$ cat src/rtl/async_queue_sink_dmctrl.sv
// Sink half of a single-entry asynchronous queue carrying debug-module control
// requests. Synchronizes the source's Gray write index and liveness, presents
// the entry on a valid/ready port and returns a Gray read index.
module async_queue_sink_dmctrl #(
  parameter int unsigned SYNC_STAGES = 3
) (
  input  logic       clock,
  input  logic       reset_n,
  input  logic       io_async_mem_0_resumereq,
  input  logic       io_async_mem_0_ackhavereset,
  input  logic       io_async_mem_0_hasel,
  input  logic       io_async_mem_0_hamask_0,
  input  logic       io_async_mem_0_hrmask_0,
  input  logic [9:0] io_async_mem_0_hartsel,
  input  logic       io_async_widx,
  input  logic       io_async_safe_widx_valid,
  input  logic       io_async_safe_source_reset_n,
  output logic       io_async_ridx,
  output logic       io_async_safe_ridx_valid,
  output logic       io_async_safe_sink_reset_n,
  input  logic       io_deq_ready,
  output logic       io_deq_valid,
  output logic       io_deq_bits_resumereq,
  output logic       io_deq_bits_ackhavereset,
  output logic       io_deq_bits_hasel,
  output logic       io_deq_bits_hamask_0,
  output logic       io_deq_bits_hrmask_0,
  output logic [9:0] io_deq_bits_hartsel
);

  // Chains tied to source liveness are cleared by either side's reset.
  logic link_rst_n;
  assign link_rst_n = reset_n & io_async_safe_source_reset_n;

  logic [SYNC_STAGES-1:0] extend_q;
  logic [SYNC_STAGES-1:0] source_valid_q;
  logic [SYNC_STAGES-1:0] sink_valid_0_q;
  logic [SYNC_STAGES-1:0] sink_valid_1_q;
  logic [SYNC_STAGES-1:0] widx_q;

  logic        source_ready;
  logic        widx_sync;
  logic        ridx_bin;
  logic        ridx;
  logic        ridx_gray;
  logic        valid;
  logic        valid_reg;
  logic        deq_fire;
  logic [14:0] bits_reg;

  assign source_ready = source_valid_q[SYNC_STAGES-1];
  assign widx_sync    = widx_q[SYNC_STAGES-1];

  // Source liveness stretch: drops the instant the source resets.
  always_ff @(posedge clock or negedge link_rst_n) begin
    if (!link_rst_n) extend_q <= '0;
    else             extend_q <= {extend_q[SYNC_STAGES-2:0], io_async_safe_widx_valid};
  end

  // Re-synchronize the stretched liveness under the sink reset only.
  always_ff @(posedge clock or negedge reset_n) begin
    if (!reset_n) source_valid_q <= '0;
    else          source_valid_q <= {source_valid_q[SYNC_STAGES-2:0], extend_q[SYNC_STAGES-1]};
  end

  // Sink-alive indication returned to the source, two chains deep.
  always_ff @(posedge clock or negedge link_rst_n) begin
    if (!link_rst_n) begin
      sink_valid_0_q <= '0;
      sink_valid_1_q <= '0;
    end else begin
      sink_valid_0_q <= {sink_valid_0_q[SYNC_STAGES-2:0], 1'b1};
      sink_valid_1_q <= {sink_valid_1_q[SYNC_STAGES-2:0], sink_valid_0_q[SYNC_STAGES-1]};
    end
  end

  // Write index synchronizer.
  always_ff @(posedge clock or negedge reset_n) begin
    if (!reset_n) widx_q <= '0;
    else          widx_q <= {widx_q[SYNC_STAGES-2:0], io_async_widx};
  end

  // Read pointer advance and entry-pending detection.
  always_comb begin
    deq_fire = io_deq_valid & io_deq_ready;
    ridx     = source_ready ? (ridx_bin ^ deq_fire) : 1'b0;
    valid    = source_ready & (ridx != widx_sync);
  end

  // Read pointer, returned Gray index and output valid registers.
  always_ff @(posedge clock or negedge reset_n) begin
    if (!reset_n) begin
      ridx_bin  <= 1'b0;
      ridx_gray <= 1'b0;
      valid_reg <= 1'b0;
    end else begin
      ridx_bin  <= ridx;
      ridx_gray <= ridx;
      valid_reg <= valid;
    end
  end

  // Payload capture; only meaningful while an entry is pending.
  always_ff @(posedge clock) begin
    if (valid) begin
      bits_reg <= {io_async_mem_0_hartsel, io_async_mem_0_resumereq,
                   io_async_mem_0_ackhavereset, io_async_mem_0_hasel,
                   io_async_mem_0_hamask_0, io_async_mem_0_hrmask_0};
    end
  end

  assign io_deq_valid               = valid_reg & source_ready;
  assign io_async_ridx              = ridx_gray;
  assign io_async_safe_ridx_valid   = sink_valid_1_q[SYNC_STAGES-1];
  assign io_async_safe_sink_reset_n = reset_n;

  assign io_deq_bits_hartsel        = bits_reg[14:5];
  assign io_deq_bits_resumereq      = bits_reg[4];
  assign io_deq_bits_ackhavereset   = bits_reg[3];
  assign io_deq_bits_hasel          = bits_reg[2];
  assign io_deq_bits_hamask_0       = bits_reg[1];
  assign io_deq_bits_hrmask_0       = bits_reg[0];

endmodule

$ cat config.mk
export PLATFORM = sky130hd
export DESIGN_NAME = async_queue_sink_dmctrl
export DESIGN_NICKNAME = d
export VERILOG_FILES = /design/src/rtl/async_queue_sink_dmctrl.sv
export SDC_FILE = /design/constraint.sdc
export NUM_CORES = 1
export LEC_CHECK = 0
export ABC_CLOCK_PERIOD_IN_PS = 5950
export CAP_MARGIN = 20
export CORE_AREA = 3 3 51 53
export DETAILED_ROUTE_END_ITERATION = 8
export DIE_AREA = 0 0 54 56
export PLACE_DENSITY_LB_ADDON = 0.08
export SLEW_MARGIN = 20
export SYNTH_ARGS = -nofsm -noshare
export SYNTH_HDL_FRONTEND = slang
export SYNTH_SLANG_ARGS = --single-unit
$ cat constraint.sdc
create_clock -name clock -period 5.95 [get_ports clock]
set_input_delay 0.595 -clock clock [delete_from_list [all_inputs] [get_ports clock]]
set_output_delay 0.595 -clock clock [all_outputs]
set_load 0.02 [all_outputs]
==> impl_metrics.csv <==
group,metric,value,unit
status,status,"completed",
floorplanning,placeableCoreArea,2190,um^2
clock_tree,h-tree-depth,2,
finish,utilization,65.7,%
floorplanning,design.die.area,3020,um^2
timing,setup_total_negative_slack,0,ns
power_and_ir_drop,power.switching_fraction,20.7,%
timing,timing.final.max_slew_violations,0,
synth,synth_top_family_by_area,"simple AND/OR/NAND/NOR gates",
floorplanning,placementRows,17,
floorplanning,ios,40,
finish,antenna_cells,0,
clock_tree,cts_tree,"done",
worst_setup_path,worst_path_max_delay_cell,"sky130_fd_sc_hd__clkdlybuf4s50_1",
detailed_routing,routed_wire_length_per_instance,12.4,um
timing,setup_viol_count_final,0,
clock_tree,numCtsBuffers,5,
synth,synthCells,42,
synth,synthDistinctLibCells,12,
finish,largest_reg_flops,15,
clock_tree,tritoncts_num_sinks,32,
synth,seq_area_frac_synth,92.2,%
power_and_ir_drop,power_frac_comb,12.0,%
grt,track_usage,11.7,%
detailed_routing,first_pass_iters,2,
synth,postSynthRegisterBits,32,
detailed_routing,antenna_violating_nets_post_route,0,
grt,grt_first_pass_wirelength,2360,um
synth,yosys-mux-area-fraction,1.05,%
floorplanning,initial_core_util,43.3,%
timing,fin_skew,0.00615,ns
flow_run,maxCapViolCount,0,
timing,final.min_clock_period,2.58,ns
floorplanning,die_w,54,um
finish,layout-drive-gt1-share,12.5,%
finish,ff_latch_area,876,um^2
synth,synth_top_cell_by_area,"sky130_fd_sc_hd__edfxtp_1",
synth,syn_area,950,um^2
clock_tree,clk_path_buf_depth,2,
worst_setup_path,worst-path-buf-inv,2,
worst_setup_path,critical_path.startpoint_type,"input pin",
place,placedInstanceArea,1380,um^2
detailed_routing,drc,0,
synth,ys_top_cells_by_area,"sky130_fd_sc_hd__edfxtp_1 (47%), sky130_fd_sc_hd__dfrtp_1 (45%), sky130_fd_sc_hd__xor2_2 (1.7%)",
detailed_routing,topRoutingLayerUsed,"met4",
grt,first_global_vias,498,
synth,synth-compound-area-share,0,%
min_path,worst_hold_path_type,"flip-flop to flip-flop",
worst_setup_path,critical_path.cell_chain,"clkdlybuf4s50_1 -> clkdlybuf4s50_1",
worst_setup_path,required,5.36,ns
clock_tree,worst_setup_hold_path_clk_slew,0.08,ns
power_and_ir_drop,power.density,301,nW/um^2
timing,fin_worst_hold_slack,0.355,ns
finish,fillers,158,
synth,syn_area_per_cell,22.6,um^2
power_and_ir_drop,seqPwrFrac,58.2,%
clock_tree,ctsResizeCount,0,
power_and_ir_drop,p_switching,89.8,uW
finish,nNetsFinal,109,
power_and_ir_drop,total_power,433,uW
synth,synth_top_cell_area_share,47.4,%
synth,synthFlopType,"sky130_fd_sc_hd__dfrtp_1",
synth,post_synth_most_frequent_cells,"sky130_fd_sc_hd__dfrtp_1 (17), sky130_fd_sc_hd__edfxtp_1 (15)",
grt,gr-total-overflow,0,
detailed_routing,routed_wire_length,1440,um
worst_setup_path,path_max_fanout,10,
timing,rsz_0062_raised_after_global_routing,"no",
worst_setup_path,critical_path_arrival,1.98,ns
synth,synth-edff-count,15,
detailed_routing,post_drt_via_cell_ratio,4.37,
clock_tree,insertion_delay,0.32,ns
clock_tree,cts_hold_repair.buffers,0,
power_and_ir_drop,leakage,0.000573,uW
timing,max_clock_freq,388,MHz
detailed_routing,routed-wl-met3,145,um
grt,largest_net_degree_at_the_start_of_global_routing,17,
detailed_routing,drt_first_iter_violations,7,
timing,min_period_over_period,43.4,%
detailed_routing,met1_length,500,um
clock_tree,cts_setup_buffers,0,
place,placement.io_buffers,39,
finish,finish.instance_area,1440,um^2
finish,multiInputGateArea,66.3,um^2
worst_setup_path,worst-setup-path-type,"input pin to primary output",
worst_setup_path,cp_top_family,"buffers and inverters",
worst_setup_path,end_kind,"primary output",
clock_tree,clockRootBuffer,"sky130_fd_sc_hd__clkbuf_4",
synth,ys_warn_count,0,
finish,area_delta_synth_final,51.6,%
power_and_ir_drop,internal-power,343,uW
place,place_congestion,0.698,
synth,synth-simple-area-share,3.82,%
worst_setup_path,ff2ff_setup_slack,4.55,ns
synth,xor_xnor_share_of_the_synthesized_area,1.71,%
synth,post_synth_fa_ha_maj_area_fraction,0,%
power_and_ir_drop,peak_supply_drop,189,uV
synth,synthMostInstantiatedCell,"sky130_fd_sc_hd__dfrtp_1",
timing,hold_violations,0,
detailed_routing,detailroute.via_count,507,
synth,synth-async-reset-ratio,53.1,%
worst_setup_path,critical_path.max_stage_delay,0.71,ns
power_and_ir_drop,power_frac_clock,29.8,%
synth,syn-num-nets,63,
worst_setup_path,crit_path_frequent_cell,"sky130_fd_sc_hd__clkdlybuf4s50_1",
floorplanning,die_height,56,um
detailed_routing,dr_wl_met2,782,um
grt,number_of_antenna_violations_at_the_first_check_in_global_routing,0,
==> cell usage in the layout, fill, tap and decap left out <==
cell type / count
sky130_fd_sc_hd__clkdlybuf4s50_1: 39
sky130_fd_sc_hd__dfrtp_1: 17
sky130_fd_sc_hd__edfxtp_1: 15
sky130_fd_sc_hd__clkbuf_4: 5
sky130_fd_sc_hd__clkbuf_8: 2
sky130_fd_sc_hd__and2_2: 1
sky130_fd_sc_hd__nand2_2: 1
sky130_fd_sc_hd__xor2_2: 1
sky130_fd_sc_hd__nor2b_1: 1
sky130_fd_sc_hd__nand2b_1: 1
sky130_fd_sc_hd__nand2_1: 1
sky130_fd_sc_hd__mux2i_1: 1
sky130_fd_sc_hd__and2_1: 1
sky130_fd_sc_hd__buf_4: 1
sky130_fd_sc_hd__conb_1: 1
==> path summary, 6_finish.rpt <==
check                                  start                    endpoint  depth (start not counted)
max reg2reg                        valid_reg                 bits_reg[1]                          4
min reg2reg                sink_valid_1_q[1]           sink_valid_1_q[2]                          0
max                                  reset_n  io_async_safe_sink_reset_n                          2
min                        sink_valid_1_q[1]           sink_valid_1_q[2]                          0
max in group asynchronous            reset_n           sink_valid_0_q[0]                          2
min in group asynchronous            reset_n                   widx_q[1]                          1
==> power by group through the flow <==
stage | Sequential [uW] | Combinational (uW) | Clock, uW
floorplan | 267 | 9.25 | 0
global placement | 256 | 52.3 | 0
detailed placement | 257 | 52.8 | 0
CTS | 252 | 53.0 | 136
global route | 253 | 55.9 | 150
finish | 252 | 52.1 | 129
==> layer usage <==
layer,up-vias,GRT usage [%]
li1,230,-
met1,251,12.5
met2,23,17.8
met3,3,7.51
met4,0,5.34
met5,-,0
==> worst reg2reg max path, delay by kind of cell (launching register included) <==
family                 cells  cell delay (ns)
XOR/XNOR                   1             0.17
buffers and inverters      1             0.25
AND/OR/NAND/NOR            1             0.08
multiplexers               1             0.20
flip-flops                 1             0.39
==> final cells by class <==
type                       instances  share of cell area (%)
clock buffer                       7                    4.52
sequential                        32                    60.8
multi-input combinational          9                    4.60
timing repair buffer              40                    27.6
tap                               28                    2.43
==> metrics by stage <==
step / cells / setup slack [ns]
floorplan: 42 / 3.82
global placement: 109 / 3.37
detailed placement: 109 / 3.33
CTS: 116 / 3.33
global route: 116 / 3.27
finish: 116 / 3.37
==> logic make-up after synthesis <==
kind of cell  count (synthesis)
flops                        32
buf+inv                       1
xor+xnor                      1
simple gates                  6
mux                           1
other cells                   1
Note: power is estimated with default switching activity, not from simulation.
